`src/rtl/noc_flit_pkg.sv`:
```
// noc_flit_pkg: flit layout, type codes and parser state encoding shared by the NoC adapters
package noc_flit_pkg;
   localparam int FLIT_W  = 37;
   localparam int TYPE_HI = 36;
   localparam int TYPE_LO = 35;
   localparam int VC_HI   = 34;
   localparam int VC_LO   = 32;
   localparam int DEST_HI = 31;
   localparam int DEST_LO = 28;
   localparam int SRC_HI  = 27;
   localparam int SRC_LO  = 24;
   localparam int RW_BIT  = 0;
   localparam logic RW_READ  = 1'b1;
   localparam logic RW_WRITE = 1'b0;
   typedef enum logic [1:0] {
      FT_BODY = 2'b00,
      FT_TAIL = 2'b01,
      FT_HEAD = 2'b10,
      FT_INV  = 2'b11
   } flit_type_e;
   typedef enum logic [3:0] {
      S_IDLE,
      S_GET_BODY,
      S_GET_TAIL,
      S_DROP,
      S_WR_REQ,
      S_WR_RESP,
      S_RD_REQ,
      S_RD_RESP,
      S_RESP
   } sna_state_e;
endpackage

```
`src/rtl/sna_axil_master.sv`:
```
// sna_axil_master: AXI4-Lite channel sequencing for one reassembled request
module sna_axil_master
   import noc_flit_pkg::*;
(
   input  logic        clk,
   input  logic        rst_n,
   input  sna_state_e  state,
   input  logic        start_wr,
   input  logic        start_rd,
   output logic        awvalid,
   input  logic        awready,
   output logic        wvalid,
   input  logic        wready,
   input  logic [1:0]  bresp,
   input  logic        bvalid,
   output logic        bready,
   output logic        arvalid,
   input  logic        arready,
   input  logic [31:0] rdata,
   input  logic [1:0]  rresp,
   input  logic        rvalid,
   output logic        rready,
   output logic        wr_sent,
   output logic        ar_sent,
   output logic        b_done,
   output logic        r_done,
   output logic [1:0]  resp_code,
   output logic [31:0] resp_data
);
   assign bready  = state == S_WR_RESP;
   assign rready  = state == S_RD_RESP;
   assign b_done  = bvalid & bready;
   assign r_done  = rvalid & rready;
   assign wr_sent = (state == S_WR_REQ) & (~awvalid | awready) & (~wvalid | wready);
   assign ar_sent = (state == S_RD_REQ) & arvalid & arready;
   // request valids rise after the tail is accepted and each falls only on its own handshake
   always_ff @(posedge clk or negedge rst_n)
      if (!rst_n) begin
         awvalid <= 1'b0;
         wvalid  <= 1'b0;
         arvalid <= 1'b0;
      end else begin
         awvalid <= start_wr | (awvalid & ~awready);
         wvalid  <= start_wr | (wvalid & ~wready);
         arvalid <= start_rd | (arvalid & ~arready);
      end
   // capture the completion on the B or R handshake edge; writes carry no data
   always_ff @(posedge clk or negedge rst_n)
      if (!rst_n) begin
         resp_code <= 2'b00;
         resp_data <= 32'd0;
      end else if (b_done) begin
         resp_code <= bresp;
         resp_data <= 32'd0;
      end else if (r_done) begin
         resp_code <= rresp;
         resp_data <= rdata;
      end
endmodule

```
`src/rtl/sna_flit_parser.sv`:
```
// sna_flit_parser: slave-side NoC request deframer executing each packet as an AXI4-Lite transaction
module sna_flit_parser
   import noc_flit_pkg::*;
#(
   parameter logic [3:0] LOCAL_ADDR = 4'b0010
) (
   input  logic              clk,
   input  logic              rst_n,
   input  logic [FLIT_W-1:0] flit_in,
   input  logic              flit_valid,
   output logic              flit_ready,
   output logic [31:0]       awaddr,
   output logic [2:0]        awprot,
   output logic              awvalid,
   input  logic              awready,
   output logic [31:0]       wdata,
   output logic [3:0]        wstrb,
   output logic              wvalid,
   input  logic              wready,
   input  logic [1:0]        bresp,
   input  logic              bvalid,
   output logic              bready,
   output logic [31:0]       araddr,
   output logic [2:0]        arprot,
   output logic              arvalid,
   input  logic              arready,
   input  logic [31:0]       rdata,
   input  logic [1:0]        rresp,
   input  logic              rvalid,
   output logic              rready,
   output logic              resp_valid,
   input  logic              resp_ready,
   output logic [3:0]        resp_src,
   output logic [2:0]        resp_vc,
   output logic              resp_is_read,
   output logic [1:0]        resp_code,
   output logic [31:0]       resp_data,
   output logic              proto_err
);
   sna_state_e state, state_n, hdr_state;
   flit_type_e ftype;
   logic [31:0] addr_q, data_q;
   logic flit_hs, dest_ok, is_rd, err_n, ld_hdr, ld_addr, ld_data, start_wr, start_rd;
   logic wr_sent, ar_sent, b_done, r_done;
   assign ftype      = flit_type_e'(flit_in[TYPE_HI:TYPE_LO]);
   assign flit_ready = state inside {S_IDLE, S_GET_BODY, S_GET_TAIL, S_DROP};
   assign flit_hs    = flit_valid & flit_ready;
   assign dest_ok    = flit_in[DEST_HI:DEST_LO] == LOCAL_ADDR;
   assign is_rd      = flit_in[RW_BIT] == RW_READ;
   assign hdr_state  = !dest_ok ? S_DROP : is_rd ? S_GET_TAIL : S_GET_BODY;
   assign resp_valid = state == S_RESP;
   assign awaddr     = addr_q;
   assign araddr     = addr_q;
   assign wdata      = data_q;
   assign awprot     = 3'b000;
   assign arprot     = 3'b000;
   assign wstrb      = 4'hF;
   // state register
   always_ff @(posedge clk or negedge rst_n)
      if (!rst_n) state <= S_IDLE;
      else state <= state_n;
   // next state: a header always restarts parsing, even mid-packet or while dropping
   always_comb begin
      state_n  = state;
      err_n    = 1'b0;
      ld_hdr   = 1'b0;
      ld_addr  = 1'b0;
      ld_data  = 1'b0;
      start_wr = 1'b0;
      start_rd = 1'b0;
      if (flit_hs && ftype == FT_HEAD) begin
         ld_hdr  = 1'b1;
         state_n = hdr_state;
         err_n   = !dest_ok || state == S_GET_BODY || state == S_GET_TAIL;
      end else begin
         case (state)
            S_IDLE: err_n = flit_hs;
            S_GET_BODY:
               if (flit_hs) begin
                  ld_addr = ftype == FT_BODY;
                  err_n   = ftype != FT_BODY;
                  state_n = ftype == FT_BODY ? S_GET_TAIL : S_DROP;
               end
            S_GET_TAIL:
               if (flit_hs) begin
                  ld_addr  = ftype == FT_TAIL && resp_is_read;
                  ld_data  = ftype == FT_TAIL && !resp_is_read;
                  start_rd = ld_addr;
                  start_wr = ld_data;
                  err_n    = ftype != FT_TAIL;
                  state_n  = ftype != FT_TAIL ? S_DROP : resp_is_read ? S_RD_REQ : S_WR_REQ;
               end
            S_DROP:    state_n = flit_hs && ftype == FT_TAIL ? S_IDLE : S_DROP;
            S_WR_REQ:  state_n = wr_sent ? S_WR_RESP : S_WR_REQ;
            S_WR_RESP: state_n = b_done ? S_RESP : S_WR_RESP;
            S_RD_REQ:  state_n = ar_sent ? S_RD_RESP : S_RD_REQ;
            S_RD_RESP: state_n = r_done ? S_RESP : S_RD_RESP;
            S_RESP:    state_n = resp_ready ? S_IDLE : S_RESP;
            default:   state_n = S_IDLE;
         endcase
      end
   end
   // packet fields and the registered error pulse
   always_ff @(posedge clk or negedge rst_n)
      if (!rst_n) begin
         proto_err    <= 1'b0;
         resp_src     <= 4'd0;
         resp_vc      <= 3'd0;
         resp_is_read <= 1'b0;
         addr_q       <= 32'd0;
         data_q       <= 32'd0;
      end else begin
         proto_err <= err_n;
         if (ld_hdr) begin
            resp_src     <= flit_in[SRC_HI:SRC_LO];
            resp_vc      <= flit_in[VC_HI:VC_LO];
            resp_is_read <= is_rd;
         end
         if (ld_addr) addr_q <= flit_in[31:0];
         if (ld_data) data_q <= flit_in[31:0];
      end
   sna_axil_master u_axil (
      .clk       (clk),
      .rst_n     (rst_n),
      .state     (state),
      .start_wr  (start_wr),
      .start_rd  (start_rd),
      .awvalid   (awvalid),
      .awready   (awready),
      .wvalid    (wvalid),
      .wready    (wready),
      .bresp     (bresp),
      .bvalid    (bvalid),
      .bready    (bready),
      .arvalid   (arvalid),
      .arready   (arready),
      .rdata     (rdata),
      .rresp     (rresp),
      .rvalid    (rvalid),
      .rready    (rready),
      .wr_sent   (wr_sent),
      .ar_sent   (ar_sent),
      .b_done    (b_done),
      .r_done    (r_done),
      .resp_code (resp_code),
      .resp_data (resp_data)
   );
endmodule

```
`config.mk`:
```
export PLATFORM = sky130hd
export DESIGN_NAME = sna_flit_parser
export DESIGN_NICKNAME = d
export VERILOG_FILES = /design/src/rtl/noc_flit_pkg.sv /design/src/rtl/sna_axil_master.sv /design/src/rtl/sna_flit_parser.sv
export SDC_FILE = /design/constraint.sdc
export NUM_CORES = 1
export LEC_CHECK = 0
export CAP_MARGIN = 20
export CORE_UTILIZATION = 37
export CTS_CLUSTER_DIAMETER = 80
export DETAILED_ROUTE_END_ITERATION = 10
export PLACE_DENSITY = 0.77
export SLEW_MARGIN = 0
export SYNTH_ARGS = -nofsm -noshare
export SYNTH_HDL_FRONTEND = slang
export SYNTH_SLANG_ARGS = --single-unit
```
`constraint.sdc`:
```
create_clock -name clk -period 1.8 [get_ports clk]
set_clock_uncertainty 0.1 [all_clocks]
set_input_delay 0.18 -clock clk [delete_from_list [all_inputs] [get_ports clk]]
set_output_delay 0.18 -clock clk [all_outputs]
set_load 0.01 [all_outputs]
```
# Yosys cells after proc, flatten, opt, wreduce, memory -nomap -nowiden
# Index checks and enable logic that the tools add are counted.
# totals
input_bits,82
wordCells,94
ff_bits,114
out_inout_bits,156
# classes
n_reduce_logical,14
n_mux,33
n_bitwise,20
eq_ne,15
# ops
cell,n
$mux W32,2
$pmux W4 S9,1
$mux W4,6
$eq A4 B3 Y1 const B,4
$mux W1,15
$eq A4 B2 Y1 const B,3
$mux W2,6
$and A1 B1 Y1,10
$ne A3 B3 Y1 const B,2
$not A1 Y1,5
$or A1 B1 Y1,5
$eq A4 B1 Y1 const B,1
$eq A4 B4 Y1 const B,1
$logic_and A1 B1 Y1,4
$logic_not A4 Y1,1
$ne A2 B1 Y1 const B,2
$reduce_bool A2 Y1,2
$reduce_bool A4 Y1,1
$mux W3,1
$pmux W1 S3,1
$reduce_and A3 Y1,1
$eq A2 B1 Y1 const B,1
$eq A2 B2 Y1 const B,1
$logic_not A1 Y1,2
3 further kinds,4

# Logic depth before layout (Yosys ltp)
# logic_depth
depth_word,7
mapped_depth,7
ltp_nobuf,5

# Modules after synthesis
# Synthesis repeated with hierarchy kept, for this count alone.
# unflattened
cells_unflattened,360
hier_area_um2,5071.1
# modules_own_cells
module,cells_each,seq_area_each_um2,instances,area_per_inst_um2
sna_flit_parser,257,1926.8,1,3633.5
sna_axil_master,103,925.9,1,1437.6

# Least setup slack after synthesis
# Ideal clock, no wire load.
# synth_path
path_kind,register to register
start,register state[3]
end,"register addr_q[10], in the netlist araddr[10]"
required_ns,1.575
synth_period_minus_slack_ns,1.997
stages_incl_launch_ff,6
path_slack_ns,-0.197
arrival_time_ns,1.772
n_path_buf,1
setup_time_ns,0.125
cell_sequence,dfrtp_1 -> or2_4 -> or3_1 -> a21oi_2 -> buf_4 -> mux2_2
# synth_between
elab_chain_cells,6
word_cells_on_any_way,11
classes_between,3 x eq/ne; 4 x mux; 1 x bitwise; 3 x reduce/logical
# synth_rtl
element,line_no,source
start: declaration,sna_flit_parser.sv:40,"sna_state_e state, state_n, hdr_state;"
start signal: assignment,sna_flit_parser.sv:61,else state <= state_n;
"$eq A4 B1 Y1, or another cell as far along","sna_flit_parser.sv:46, sna_flit_parser.sv:76",
$reduce_bool A4 Y1,sna_flit_parser.sv:46,"assign flit_ready = state inside {S_IDLE, S_GET_BODY, S_GET_TAIL, S_DROP};"
$and A1 B1 Y1,sna_flit_parser.sv:47,assign flit_hs = flit_valid & flit_ready;
$mux W1 (on tied branches),"sna_flit_parser.sv:85, sna_flit_parser.sv:79",
$pmux W1 S2,sna_flit_parser.sv:76,case (state)
$mux W1 *,sna_flit_parser.sv:71,if (flit_hs && ftype == FT_HEAD) begin
end signal: assignment,sna_flit_parser.sv:119,if (ld_addr) addr_q <= flit_in[31:0];
end: declaration,sna_flit_parser.sv:42,"logic [31:0] addr_q, data_q;"
# Every way passes the cells marked *; elsewhere a longest branch is shown, timed or not.
# A chain may end at the register's enable or synchronous reset.

# Worst setup path in the final report
# layout_path
start,register state[2]
end,"register addr_q[9], in the netlist araddr[9]"
# The elaborated chain is that of the path after synthesis.

==> flow_metrics.tcl <==
set metrics [dict create \
    outcome "finished, violations left" \
    failed_checks "setup timing" \
    synth_top_cells_by_count "sky130_fd_sc_hd__dfrtp_1, sky130_fd_sc_hd__buf_4, sky130_fd_sc_hd__mux2_2, sky130_fd_sc_hd__a22o_1, sky130_fd_sc_hd__mux2_4" \
    routed-wl-met3_um 924 \
    crit-reg2reg-capture "araddr[9]$_DFFE_PN0P_" \
    critPathKind "flip-flop to flip-flop" \
    asyncSetResetFlopFracSynth_pct 100 \
    ir_drop_uv 556 \
    drt_wl_total_mm 14.4 \
    synth.avg_cell_area_um2 13.9 \
    synth_top_cell_area_share_pct 57.0 \
    core-area_um2 13200 \
    wl_met1_mm 5.75 \
    holdCritPathClass "primary input to async pin" \
    initial_core_util_pct 37.8 \
    yosys_warnings 0 \
    first_iter_violations 277 \
    power_frac_comb_pct 43.2 \
    cts.sinks 114 \
    power_switching_share_pct 29.0 \
    yosys.area.top_type "sky130_fd_sc_hd__dfrtp_1" \
    cts_buffer_depth 2 \
    rr_startpoint "state[2]$_DFFE_PN0P_" \
    synth.cell_area_um2 5000 \
    cts.htree.levels 4 \
    grt.total_usage_pct 19.9 \
    route.detailed.drc 0 \
    floorplan.die_area_um2 14000 \
    net-switching-power_mw 3.61 \
    ctsRootBufferMaster "sky130_fd_sc_hd__clkbuf_16" \
    cp_data_required_time_ns 1.99 \
    tritoncts "built" \
    internal-power_mw 8.85 \
    maxCapViolations 0 \
    postSynthCellCount 359 \
    setup.worst_path.start "state[2]$_DFFE_PN0P_" \
    antenna_violating_nets_post_route 0 \
    timing.critical_path.fanout_max 7 \
    leakagePower_nw 3.77 \
    number_of_global_route_vias_before_repair 4009 \
    floorplan.die.width_um 118 \
    reg2reg_depth 6 \
    die_y_um 118 \
    setup_viol 65 \
    ys_seq_elements 114 \
    antenna_violations_before_repair 0 \
    largest_net_degree_at_the_start_of_global_routing 65 \
    synth-seq-area-share_pct 57.0 \
    cts.clk_slew.worst_paths_ns 0.05 \
    most_used_standard_cell_by_instance_count_after_synthesis "sky130_fd_sc_hd__dfrtp_1" \
    core.rowCount 42 \
    pwr_density_cell_nw_per_um2 1490 \
    clkPwrFrac_pct 24.1 \
    routed-via-count 3854 \
    r2r_slack_ns -0.29 \
    finalHoldViolCount 0 \
    layout_worst_path_cycle_share_pct 116 \
    dp_slack_ns -0.428 \
    max_freq_mhz 479 \
    gp_congestion 0.827 \
    cp_cell_sequence "or2_4 -> or3_4 -> a21oi_4 -> buf_12 -> buf_12 -> mux2_2" \
    worstSetupStartpointType "flip-flop" \
    antenna-diode-count 0 \
    wire_length_of_the_first_global_routing_pass_mm 21.3 \
    endpoint_kind "flip-flop" \
    port-buffer-count 227 \
    critPathArrivalTime_ns 2.28 \
    number_of_enable_type_register_cells_in_the_synthesized_netlist 0 \
    dp.final_hpwl_mm 9.54 \
    max_slew_violation_count 0 \
    total_negative_setup_slack_ns -16.83 \
    first_pass_iters 4 \
    power.sequential.fraction_pct 32.7 \
    synth_top_cells_by_area "sky130_fd_sc_hd__dfrtp_1, sky130_fd_sc_hd__mux2_2, sky130_fd_sc_hd__mux2_4" \
    p_r_area_growth_vs_syn_pct 67.3 \
    timing.critical_path.slowest_stage_cell "sky130_fd_sc_hd__dfrtp_1" \
    boundaryPins 238 \
    nNetsFinal 685 \
    ys_dominant_reg_cell "sky130_fd_sc_hd__dfrtp_1" \
    tritoncts.num_buffers 17 \
    drive_above_1_share_pct 28.0 \
    uppermost_layer_routed "met4" \
    timing.final.ws_setup_ns -0.290 \
    ys_types 45 \
    slowest_delay_ns 0.41 \
    met2_length_mm 7.37 \
    layout.filler_cells 999 \
    worstSetupEndpoint "araddr[9]$_DFFE_PN0P_" \
    finalWorstPathRequiredPeriod_ns 2.09 \
    grt.overflow.total 0 \
    detail_route.wl_per_cell_um 18.2 \
    worst_path_most_repeated_cell "sky130_fd_sc_hd__buf_12" \
    grt_setup_unrepaired "yes" \
    insertion_delay_ns 0.42 \
    detailed_route_vias_per_instance 4.88 \
]
[worst max-delay path, delay by kind of cell (launching register included)]
kind	cells	cell delay (ns)
buf+inv	2	0.29
mux	1	0.34
compound gates	1	0.18
flops	1	0.41
simple gates	2	0.65
[flip-flops by register name (all words and copies together) (netlist names)]
name              count
resp_vc               3
proto_err             1
u_axil.awvalid        1
u_axil.resp_data     32
u_axil.wvalid         1
u_axil.arvalid        1
araddr               32
resp_is_read          1
resp_src              4
u_axil.resp_code      2
state                 4
wdata                32
[what timing repair did]
item | CTS | global route
setup buffers | 2 | 5
pin swaps | 6 | 2
endpoints found under the setup margin | 78 | 115
gates cloned | 2 | 5
hold buffers | 1 | 0
hold endpoints to repair | 114 | 0
gates resized for setup | 28 | 42
[power groups by stage]
stage	Clock (mW)	Combinational (mW)	Sequential, mW
4_1_cts	3.07	5.06	4.07
5_1_grt	3.21	5.67	4.18
3_5_place_dp	0	4.99	4.10
3_3_place_gp	0	4.90	4.03
6_report	3.01	5.38	4.07
2_1_floorplan	0	2.10	4.36
[worst min-delay path by stage]
stage,cells past startpoint,end,startpoint,slack (ns)
final,3,araddr[19]$_DFFE_PN0P_,rst_n,0.22
after global routing,3,araddr[13]$_DFFE_PN0P_,rst_n,0.24
after CTS,3,araddr[20]$_DFFE_PN0P_,rst_n,0.22
after detailed placement,2,wdata[20]$_DFFE_PN0P_,rst_n,0.11
after global placement,2,araddr[18]$_DFFE_PN0P_,rst_n,0.11
after floorplan,0,araddr[0]$_DFFE_PN0P_,rst_n,-0.22
[placed cells by master (no fill, tap or decap), drive strengths merged]
master           n
nand2b           4
nor3             2
o311ai           1
clkbuf          29
and2b            2
o22ai            2
and4             1
o2bb2ai          1
a21oi            8
o211ai           1
nor4             1
clkinv           4
nor4b            1
buf             51
nand3            2
or2b             1
nor2b            2
o32ai            2
nand3b           1
o2111ai          2
mux2            71
o221ai           1
nor2             4
nand2            6
dfrtp          114
clkdlybuf4s50  222
a21o             2
conb            10
mux2i            2
inv             10
a32oi            2
o21ai            9
clkinvlp         1
dlygate4sd3      1
or2              1
a22o            35
xor2             1
nand4b           1
or4b             1
or3              2
[kinds of logic (layout without fill, tap and decap cells)]
group / Yosys count / after routing / synth area share [%]
compound gates: 66 / 66 / 10.2
xor+xnor: 1 / 1 / 0.175
buf+inv: 71 / 318 / 9.90
flops: 114 / 114 / 57.0
mux: 73 / 73 / 18.5
other cells: 2 / 10 / 0.150
simple gates: 32 / 32 / 4.13
[per-stage QoR]
step | total power, mW | utilization, % | std cells | instance area [µm²] | hold slack [ns]
floorplan | 6.45 | - | 367 | 5060 | -0.216
CTS | 12.2 | 60.9 | 781 | 8070 | 0.221
global placement | 8.93 | 56.2 | 746 | 7440 | 0.106
detailed placement | 9.09 | 56.2 | 746 | 7440 | 0.111
global route | 13.1 | 63.2 | 790 | 8370 | 0.241
finish | 12.5 | 63.2 | 790 | 8370 | 0.222
[per-layer routing]
layer	global-route usage, %	up-vias
met1	22.6	1926
met5	0	-
met2	34.1	184
met4	8.81	0
li1	-	1720
met3	6.47	24
[layout make-up]
cell class                 count  area, µm²  share of cell area (%)
clock buffer                  25        505                    6.04
clock inverter                 5       27.5                   0.329
multi-input combinational    182       1850                    22.1
timing repair buffer         278       2880                    34.3
inverter                      10       40.0                   0.478
tap                          176        220                    2.63
sequential                   114       2850                    34.1
Power figures use the tool's default switching activity.
